[src/rtl/spi_note_sender_pkg.sv]
// spi_note_sender_pkg: shared constants, FSM states and frame byte selection for the SPI note sender.
package spi_note_sender_pkg;
    localparam logic [7:0] NOTEON  = 8'h90;
    localparam logic [7:0] NOTEOFF = 8'h80;
    localparam int NOTE_ON_BYTES  = 4;
    localparam int NOTE_OFF_BYTES = 2;
    typedef enum logic [2:0] {S_IDLE, S_SETUP, S_SCLK_HI, S_SCLK_LO, S_GAP, S_TAIL} state_t;
    function automatic logic [7:0] frame_byte(input logic [7:0] status, input logic [1:0] idx,
                                              input logic [7:0] voice, input logic [6:0] note,
                                              input logic [6:0] vel);
        return idx == 2'd0 ? status : idx == 2'd1 ? voice : idx == 2'd2 ? {1'b0, note} : {1'b0, vel};
    endfunction
endpackage

[src/rtl/spi_byte_shifter.sv]
// spi_byte_shifter: CPOL0/CPHA0 byte serializer, MSB first; one setup phase, then 8 high/low SCLK phases.
module spi_byte_shifter
    import spi_note_sender_pkg::*;
#(
    parameter int CLK_DIV = 4
) (
    input  logic       clk,
    input  logic       reset,
    input  logic       i_start,
    input  logic [7:0] i_byte,
    output logic       o_sclk,
    output logic       o_mosi,
    output logic       o_done
);
    localparam int DW = $clog2(CLK_DIV);
    state_t r_state, w_next;
    logic [DW-1:0] r_div;
    logic [2:0] r_bit;
    logic [7:0] r_sh;
    logic r_fin;
    logic w_div_end;
    assign w_div_end = r_div == DW'(CLK_DIV - 1);
    always_ff @(posedge clk or negedge reset)
        if (!reset) r_state <= S_IDLE;
        else r_state <= w_next;
    always_comb begin
        w_next = r_state;
        case (r_state)
            S_IDLE:    if (i_start) w_next = S_SETUP;
            S_SETUP, S_SCLK_LO:
                if (w_div_end) w_next = (r_state == S_SCLK_LO && r_fin) ? S_IDLE : S_SCLK_HI;
            S_SCLK_HI: if (w_div_end) w_next = S_SCLK_LO;
            default:   w_next = S_IDLE;
        endcase
    end
    always_comb begin
        o_sclk = r_state == S_SCLK_HI;
        o_mosi = r_sh[7];
        o_done = r_state == S_SCLK_LO && w_div_end && r_fin;
    end
    // r_fin marks the trailing low phase after bit 0, where mosi must hold instead of shifting
    always_ff @(posedge clk or negedge reset)
        if (!reset) begin
            r_div <= '0;
            r_bit <= '0;
            r_sh  <= '0;
            r_fin <= 1'b0;
        end else begin
            r_div <= (r_state == S_IDLE || w_div_end) ? '0 : r_div + 1'b1;
            if (r_state == S_IDLE && i_start) begin
                r_sh  <= i_byte;
                r_bit <= 3'd7;
                r_fin <= 1'b0;
            end else if (r_state == S_SCLK_HI && w_div_end) begin
                r_fin <= r_bit == 3'd0;
                if (r_bit != 3'd0) begin
                    r_sh  <= r_sh << 1;
                    r_bit <= r_bit - 1'b1;
                end
            end
        end
endmodule

[src/rtl/spi_note_sender.sv]
// spi_note_sender: accepts note events and sends them as 4-byte note-on / 2-byte note-off SPI frames.
module spi_note_sender
    import spi_note_sender_pkg::*;
#(
    parameter int         CLK_DIV    = 4,
    parameter int         GAP_CYCLES = 8,
    parameter logic [7:0] NOTEON     = spi_note_sender_pkg::NOTEON,
    parameter logic [7:0] NOTEOFF    = spi_note_sender_pkg::NOTEOFF
) (
    input  logic       clk,
    input  logic       reset,
    input  logic       tx_valid,
    output logic       tx_ready,
    input  logic       tx_note_status,
    input  logic [7:0] tx_voice_index,
    input  logic [6:0] tx_midi_note,
    input  logic [6:0] tx_velocity,
    output logic       SPI_sclk,
    output logic       SPI_mosi,
    output logic       SPI_cs_n,
    output logic       frame_done
);
    localparam int CW = $clog2((GAP_CYCLES > CLK_DIV ? GAP_CYCLES : CLK_DIV) + 1);
    state_t r_state, w_next;
    logic r_armed, r_on, r_done;
    logic [7:0] r_voice;
    logic [6:0] r_note, r_vel;
    logic [1:0] r_idx;
    logic [CW-1:0] r_cnt;
    logic w_accept, w_gap_end, w_tail_end, w_last, w_start, w_byte_done, w_mosi;
    logic [7:0] w_byte;
    assign w_accept   = tx_valid & tx_ready;
    assign w_gap_end  = r_state == S_GAP && r_cnt == CW'(GAP_CYCLES - 1);
    assign w_tail_end = r_state == S_TAIL && r_cnt == CW'(CLK_DIV - 1);
    assign w_last     = r_idx == (r_on ? 2'(NOTE_ON_BYTES - 1) : 2'(NOTE_OFF_BYTES - 1));
    assign w_start    = w_accept | w_gap_end;
    // byte 0 comes straight from the inputs so mosi is valid in the first SETUP cycle
    assign w_byte = w_accept
        ? (tx_note_status ? NOTEON : NOTEOFF)
        : frame_byte(r_on ? NOTEON : NOTEOFF, r_idx + 2'd1, r_voice, r_note, r_vel);
    spi_byte_shifter #(.CLK_DIV(CLK_DIV)) u_shifter (
        .clk     (clk),
        .reset   (reset),
        .i_start (w_start),
        .i_byte  (w_byte),
        .o_sclk  (SPI_sclk),
        .o_mosi  (w_mosi),
        .o_done  (w_byte_done)
    );
    always_ff @(posedge clk or negedge reset)
        if (!reset) r_state <= S_IDLE;
        else r_state <= w_next;
    always_comb begin
        w_next = r_state;
        case (r_state)
            S_IDLE:  if (w_accept) w_next = S_SETUP;
            S_SETUP: if (w_byte_done) w_next = w_last ? S_TAIL : S_GAP;
            S_GAP:   if (w_gap_end) w_next = S_SETUP;
            S_TAIL:  if (w_tail_end) w_next = S_IDLE;
            default: w_next = S_IDLE;
        endcase
    end
    always_comb begin
        tx_ready   = r_state == S_IDLE && r_armed;
        SPI_cs_n   = r_state == S_IDLE;
        SPI_mosi   = r_state != S_IDLE && w_mosi;
        frame_done = r_done;
    end
    always_ff @(posedge clk or negedge reset)
        if (!reset) begin
            r_armed <= 1'b0;
            r_done  <= 1'b0;
            r_cnt   <= '0;
            r_idx   <= '0;
            r_on    <= 1'b0;
            r_voice <= '0;
            r_note  <= '0;
            r_vel   <= '0;
        end else begin
            r_armed <= 1'b1;
            r_done  <= w_tail_end;
            r_cnt   <= ((r_state == S_GAP && !w_gap_end) || (r_state == S_TAIL && !w_tail_end))
                       ? r_cnt + 1'b1 : '0;
            if (w_accept) begin
                r_idx   <= '0;
                r_on    <= tx_note_status;
                r_voice <= tx_voice_index;
                r_note  <= tx_midi_note;
                r_vel   <= tx_velocity;
            end else if (w_gap_end) r_idx <= r_idx + 1'b1;
        end
endmodule

[config.mk]
export PLATFORM = sky130hd
export DESIGN_NAME = spi_note_sender
export DESIGN_NICKNAME = d
export VERILOG_FILES = /design/src/rtl/spi_note_sender_pkg.sv /design/src/rtl/spi_byte_shifter.sv /design/src/rtl/spi_note_sender.sv
export SDC_FILE = /design/constraint.sdc
export NUM_CORES = 1
export LEC_CHECK = 0
export ABC_AREA = 1
export CAP_MARGIN = 20
export CORE_MARGIN = 1
export CORE_UTILIZATION = 25
export DETAILED_ROUTE_END_ITERATION = 10
export SYNTH_ARGS = -nofsm -noshare
export SYNTH_HDL_FRONTEND = slang
export SYNTH_SLANG_ARGS = --single-unit
[constraint.sdc]
create_clock -name clk -period 4.5 [get_ports clk]
set_input_delay 1.35 -clock clk [delete_from_list [all_inputs] [get_ports clk]]
set_output_delay 1.35 -clock clk [all_outputs]
set_load 0.01 [all_outputs]
==> run_results.csv, run 1 <==
group,metric,value,unit
synthesis,synth.yosys.seq_area_share,0.503,
synthesis,synth_top_cell_by_area,"dfrtp_1",
grt,grt_first_pass_wirelength,8.51,mm
critical_path,crit_type,"reg2out",
synthesis,synthTopCellsByArea,"dfrtp_1 (50%), nand2_1 (20%), nand3_1 (5.5%)",
place,port_buffers,30,
power,p_switching,0.152,mW
clocking,cts.path.max_buffers,2,
route,route.final.wire_length,4.79,mm
clocking,clk_transition_reported_paths,0.09,ns
route,viasPerCell,4.09,
synthesis,synthSimpleGateAreaFrac,0.338,
synthesis,synth_enable_flop_cells,0,
critical_path,reg2reg_to,"u_shifter.r_bit[2]",
synthesis,postSynthCellCount,310,
place,finalWeightedCongestion,0.751,
route,routed_wire_length_per_instance,10.2,um
power,vdd_ir_drop_max,0.000110,V
clocking,clock_latency_on_the_worst_skew_pair,0.30,ns
synthesis,asyncSetResetFlopFracSynth,1.00,
power,power_frac_seq,0.600,
route,detail_route.iter0.violations,78,
critical_path,worst_path_max_delay_cell,"clkdlybuf4s50_1",
critical_path,critical-path-max-stage-delay,0.55,ns
critical_path,worstSetupStartpointType,"flip-flop",
place,dp_hpwl,3.61,mm
power,finalPower,0.734,mW
hold_path,hold_class,"reg2reg",
synthesis,synth_top_flop_cell,"dfrtp_1",
synthesis,synth_top_family_by_area,"simple AND/OR/NAND/NOR gates",
sta,final-hold-violation-count,0,
route,firstDrtPassIters,4,
flow_run,drv_cap,0,
power,pwr_density_cell,249,mW/mm^2
clocking,cts.htree.levels,2,
final_layout,area.growth.synth_to_final,21.1,%
power,combPwrFrac,0.044,
grt,antenna_violations_before_repair,0,
clocking,cts_root_buf,"clkbuf_8",
synthesis,yosys-mux-area-fraction,0,
power,netSwitchingFraction,0.207,
sta,timing_worst_slew_pin_value,0.599,ns
route,antenna_left,0,
critical_path,crit_required,3.15,ns
synthesis,syn-num-nets,343,
clocking,tritoncts.num_buffers,5,
sta,fmax,331,MHz
critical_path,cp_cell_sequence,"nor2_4 -> inv_1 -> nor2_1 -> clkdlybuf4s50_1",
sta,report.final.setup_viol,0,
grt,grt_pass1_vias,1927,
die,placement_row_count,35,
die,die-area,0.0101,mm^2
power,cell_internal_pwr,0.583,mW
synthesis,ys.warnings.count,0,
clocking,ctsResizeCount,0,
final_layout,finish.net_count,374,
sta,timing_max_transition_violations_final,0,
clocking,post_cts.repair.setup_buffers,0,
synthesis,syn-cell-area,0.00244,mm^2
synthesis,xor_xnor_cell_area_share_of_the_yosys_netlist,0.00359,
power,leakage,1.51,nW
route,route.detailed.drc,0,
critical_path,cp_max_fo,6,
critical_path,setup.reg_to_reg.worst_slack,2.68,ns
synthesis,post-synth-top-count-cell,"nand2_1",
grt,maximum_number_of_pins_on_one_net_before_global_route_repair,27,
final_layout,drive_above_1_share,0.0645,
sta,grt_setup_unrepaired,"no",
synthesis,netlist.area_leader.share,0.503,
route,num_vias,1923,
sta,worst_clock_skew,0.00766,ns
synthesis,synth.lib_cells_used.distinct,28,
sta,fin_tns_setup,0,ns
sta,hold_slack,0.433,ns
die,start_util,0.261,
final_layout,finalNonFillerCells,470,
sta,worst_slack,1.48,ns
final_layout,n_antenna_cell,0,
critical_path,r2r_cells,7,
die,dieWidth,101,um
synthesis,synth_seq_cells,49,
critical_path,timing.critical_path.arrival,1.67,ns
power,clock_power_share,0.356,
clocking,tritoncts_clock_tree,"done",
sta,min_period_over_period,0.672,
die,die_y,101,um
critical_path,critical_path.reg2reg.startpoint,"u_shifter.r_div[0]",
status,outcome,"finished, final reports clean",
sta,clock_period_minus_final_worst_setup_slack,3.02,ns
place,pre_cts_ws,1.59,ns
synthesis,post_synth_most_frequent_cells,"nand2_1 (132), dfrtp_1 (49), inv_1 (32)",
synthesis,synth_area_per_cell,7.86,um^2
sta,relSlewSlack,0.601,
synthesis,synth_compound_gate_area_share,0.0421,
clocking,clock_sink_count,49,
grt,grt.overflow.total,0,
critical_path,worstSetupEndpointType,"primary output",
hold_path,min_from,"u_shifter.r_div[0]",
die,boundary_pins,31,
place,placed_instances,463,
hold_path,timing.hold.worst_endpoint,"u_shifter.r_div[0]",
clocking,cts_hold_buffers,0,
die,fp.coreArea,0.00933,mm^2
hold_path,hold_path_depth,1,
synthesis,synth_fa_ha_area_frac,0.0359,
grt,grtUsageTotal,0.104,
## through the flow
stage,cell area (um^2),util
floorplan,2440,-
global placement,2850,0.305
detailed placement,2870,0.307
CTS,2950,0.316
global route,2950,0.316
finish,2950,0.316
## placed cells by master (no fill, tap or decap), types with 2 or more instances in the layout
| master | count |
|---|---|
| or2_2 | 3 |
| clkdlybuf4s50_1 | 29 |
| ha_1 | 7 |
| nand2_4 | 2 |
| dfrtp_1 | 49 |
| nand3_1 | 27 |
| nand3_4 | 2 |
| o21ai_0 | 6 |
| inv_2 | 3 |
| nor2_1 | 21 |
| inv_1 | 32 |
| o21ai_1 | 2 |
| nand2_1 | 132 |
| clkbuf_8 | 6 |
| a21oi_1 | 5 |
## sequential cells by signal, indices dropped and copies added (netlist names), named ones only
signal / count
frame_done: 1
r_armed: 1
r_cnt: 4
r_idx: 2
r_note: 7
r_on: 1
r_state: 2
r_vel: 7
r_voice: 8
u_shifter.r_bit: 3
u_shifter.r_div: 2
u_shifter.r_fin: 1
u_shifter.r_sh: 8
u_shifter.r_state: 1
## cell families after synthesis
kind of cell | count (synthesis)
fa+ha+maj | 7
flops | 49
xor+xnor | 1
buf+inv | 43
other cells | 1
simple gates | 192
compound gates | 17
## power by group through the flow
stage | Clock (mW) | Combinational [mW] | Sequential (mW)
global route | 0.286 | 0.0364 | 0.441
detailed placement | 0 | 0.0336 | 0.450
global placement | 0 | 0.0314 | 0.450
floorplan | 0 | 0.000240 | 0.450
finish | 0.261 | 0.0321 | 0.441
CTS | 0.271 | 0.0336 | 0.441
## routing by layer
metal / global-route usage / up-vias / routed length (um)
met1: 0.136 / 879 / 2380
met3: 0.0250 / 4 / 160
met2: 0.172 / 30 / 2200
met4: 0.0279 / 0 / 44
li1: - / 1010 / -
met5: 0 / - / 0
## worst max path at each step
stage	from	to	cells past startpoint
2_1_floorplan	r_state[2]	tx_ready	3
3_3_place_gp	tx_valid	r_voice[2]	4
3_5_place_dp	tx_valid	r_voice[2]	4
4_1_cts	r_state[0]	tx_ready	4
5_1_grt	r_state[0]	tx_ready	4
6_report	r_state[0]	tx_ready	4
## critical path: cells and delay by family, from the launching register on
family	cells	cell delay, ns
AND/OR/NAND/NOR	2	0.29
buffers and inverters	2	0.62
flip-flops	1	0.46
## final cells by class
class	count	area, um^2
repair buffers	31	315
clock buffers	7	86.3
well taps	129	161
flip-flops and latches	49	1230
multi-input cells	218	1030
fillers	1010	6380
inverters	36	135
Note: power is estimated with default switching activity, not from simulation.
==> run 2: changes to the inputs <==
==> constraint.sdc (replaced) <==
create_clock -name clk -period 2.57 [get_ports clk]
set_input_delay 0.771 -clock clk [delete_from_list [all_inputs] [get_ports clk]]
set_output_delay 0.771 -clock clk [all_outputs]
set_load 0.01 [all_outputs]
==> run_results.csv, run 2 (synthesized netlist as in run 1, its figures left out) <==
group,metric,value,unit
power,leakage,1.53,nW
clocking,cts_root_buf,"clkbuf_8",
clocking,post_cts.repair.setup_buffers,0,
route,route.final.wire_length,4.86,mm
die,die_y,101,um
hold_path,hold_class,"in2async",
critical_path,cp_max_fo,6,
clocking,cts_hold_buffers,0,
die,fp.coreArea,0.00933,mm^2
status,outcome,"finished, final reports clean",
sta,final-hold-violation-count,0,
route,viasPerCell,4.14,
route,antenna_left,0,
final_layout,highest_count_cells_in_the_layout_ignoring_fill_and_taps,"nand2_1 (132), dfrtp_1 (49), inv_1 (32)",
grt,maximum_number_of_pins_on_one_net_before_global_route_repair,27,
clocking,cts.path.max_buffers,2,
grt,grt_pass1_vias,1966,
final_layout,finish.utilization,0.320,
sta,report.final.setup_viol,0,
sta,fmax,411,MHz
final_layout,biggestRegsByFlops,"r_voice: 8 flops, u_shifter.r_sh: 8 flops",
die,die-area,0.0101,mm^2
die,boundary_pins,31,
die,placement_row_count,35,
clocking,clock_sink_count,49,
critical_path,worstSetupStartpointType,"flip-flop",
sta,clock_period_minus_final_worst_setup_slack,2.43,ns
clocking,tritoncts.num_buffers,5,
power,p_switching,0.278,mW
power,combPwrFrac,0.040,
power,vdd_ir_drop_max,0.000204,V
clocking,cts.htree.levels,2,
sta,grt_setup_unrepaired,"no",
flow_run,drv_cap,0,
grt,antenna_violations_before_repair,0,
route,routed_wire_length_per_instance,10.3,um
route,route.detailed.drc,0,
power,netSwitchingFraction,0.198,
grt,grt_first_pass_wirelength,8.71,mm
clocking,tritoncts_clock_tree,"done",
critical_path,crit_required,1.80,ns
clocking,clk_transition_reported_paths,0.10,ns
place,dp_hpwl,3.67,mm
place,finalWeightedCongestion,0.791,
final_layout,finish.net_count,376,
route,detail_route.iter0.violations,79,
final_layout,number_of_filler_instances_in_the_final_layout,977,
route,num_vias,1959,
grt,grt.overflow.total,0,
critical_path,r2r_cells,7,
power,cell_internal_pwr,1.12,mW
clocking,clock_latency_on_the_worst_skew_pair,0.30,ns
final_layout,most_common_library_cell_in_the_layout_ignoring_fill_and_taps,"nand2_1",
critical_path,worstSetupEndpointType,"primary output",
power,power_frac_seq,0.551,
sta,min_period_over_period,0.947,
final_layout,drive_above_1_share,0.0727,
critical_path,crit_type,"reg2out",
sta,worst_clock_skew,0.0115,ns
sta,fin_tns_setup,0,ns
critical_path,timing.critical_path.arrival,1.66,ns
final_layout,area.growth.synth_to_final,22.4,%
final_layout,n_antenna_cell,0,
power,pwr_density_cell,469,mW/mm^2
die,dieWidth,101,um
place,port_buffers,30,
route,firstDrtPassIters,4,
sta,timing_max_transition_violations_final,0,
power,clock_power_share,0.409,
clocking,ctsResizeCount,0,
die,start_util,0.261,
grt,grtUsageTotal,0.108,
-- run 2: per-stage QoR --
step	cell area [um^2]	instances	setup WS (ns)	total power [mW]	hold slack, ns
after floorplan	2440	310	0.949	0.788	0.408
after global placement	2870	465	0.484	0.845	0.420
after detailed placement	2870	465	0.428	0.845	0.429
after CTS	2980	473	0.113	1.42	0.433
after global routing	2980	473	0.0270	1.46	0.446
final	2980	473	0.137	1.40	0.418
-- run 2: power groups by stage --
stage               Combinational (mW)  Sequential, mW  Clock (mW)
global placement                0.0578           0.787           0
floorplan                     0.000420           0.787           0
global route                    0.0629           0.772       0.629
CTS                             0.0582           0.772       0.594
detailed placement              0.0581           0.787           0
finish                          0.0560           0.772       0.573
-- run 2: critical path, stage by stage, from the launching register on --
cell and delay, ns:
dfrtp_1 0.45, nor2_4 0.22, inv_1 0.06, nor2_1 0.09, clkdlybuf4s50_1 0.55
-- run 2: metal layers --
| layer | track usage | wire (um) | vias to the layer above |
|---|---|---|---|
| li1 | - | - | 1006 |
| met1 | 0.142 | 2390 | 916 |
| met2 | 0.180 | 2240 | 30 |
| met3 | 0.0222 | 169 | 7 |
| met4 | 0.0334 | 61 | 0 |
| met5 | 0 | 0 | - |
-- run 2: final timing paths --
path	start	end	slack, ns
setup / recovery	r_state[2]	tx_ready	0.14
hold / removal	reset	u_shifter.r_bit[2]	0.42
setup reg to reg	u_shifter.r_div[0]	u_shifter.r_bit[2]	0.73
hold reg to reg	u_shifter.r_div[0]	u_shifter.r_div[0]	0.44
max in group asynchronous	reset	r_armed	1.55
min in group clk	u_shifter.r_div[0]	u_shifter.r_div[0]	0.44
-- run 2: final cells by class --
class                      count  area [um^2]  area share
sequential                    49         1230       0.411
tap                          129          161      0.0541
clock inverter                 1         30.0      0.0101
multi-input combinational    218         1030       0.344
inverter                      36          135      0.0453
clock buffer                   7         86.3      0.0289
timing repair buffer          33          318       0.106
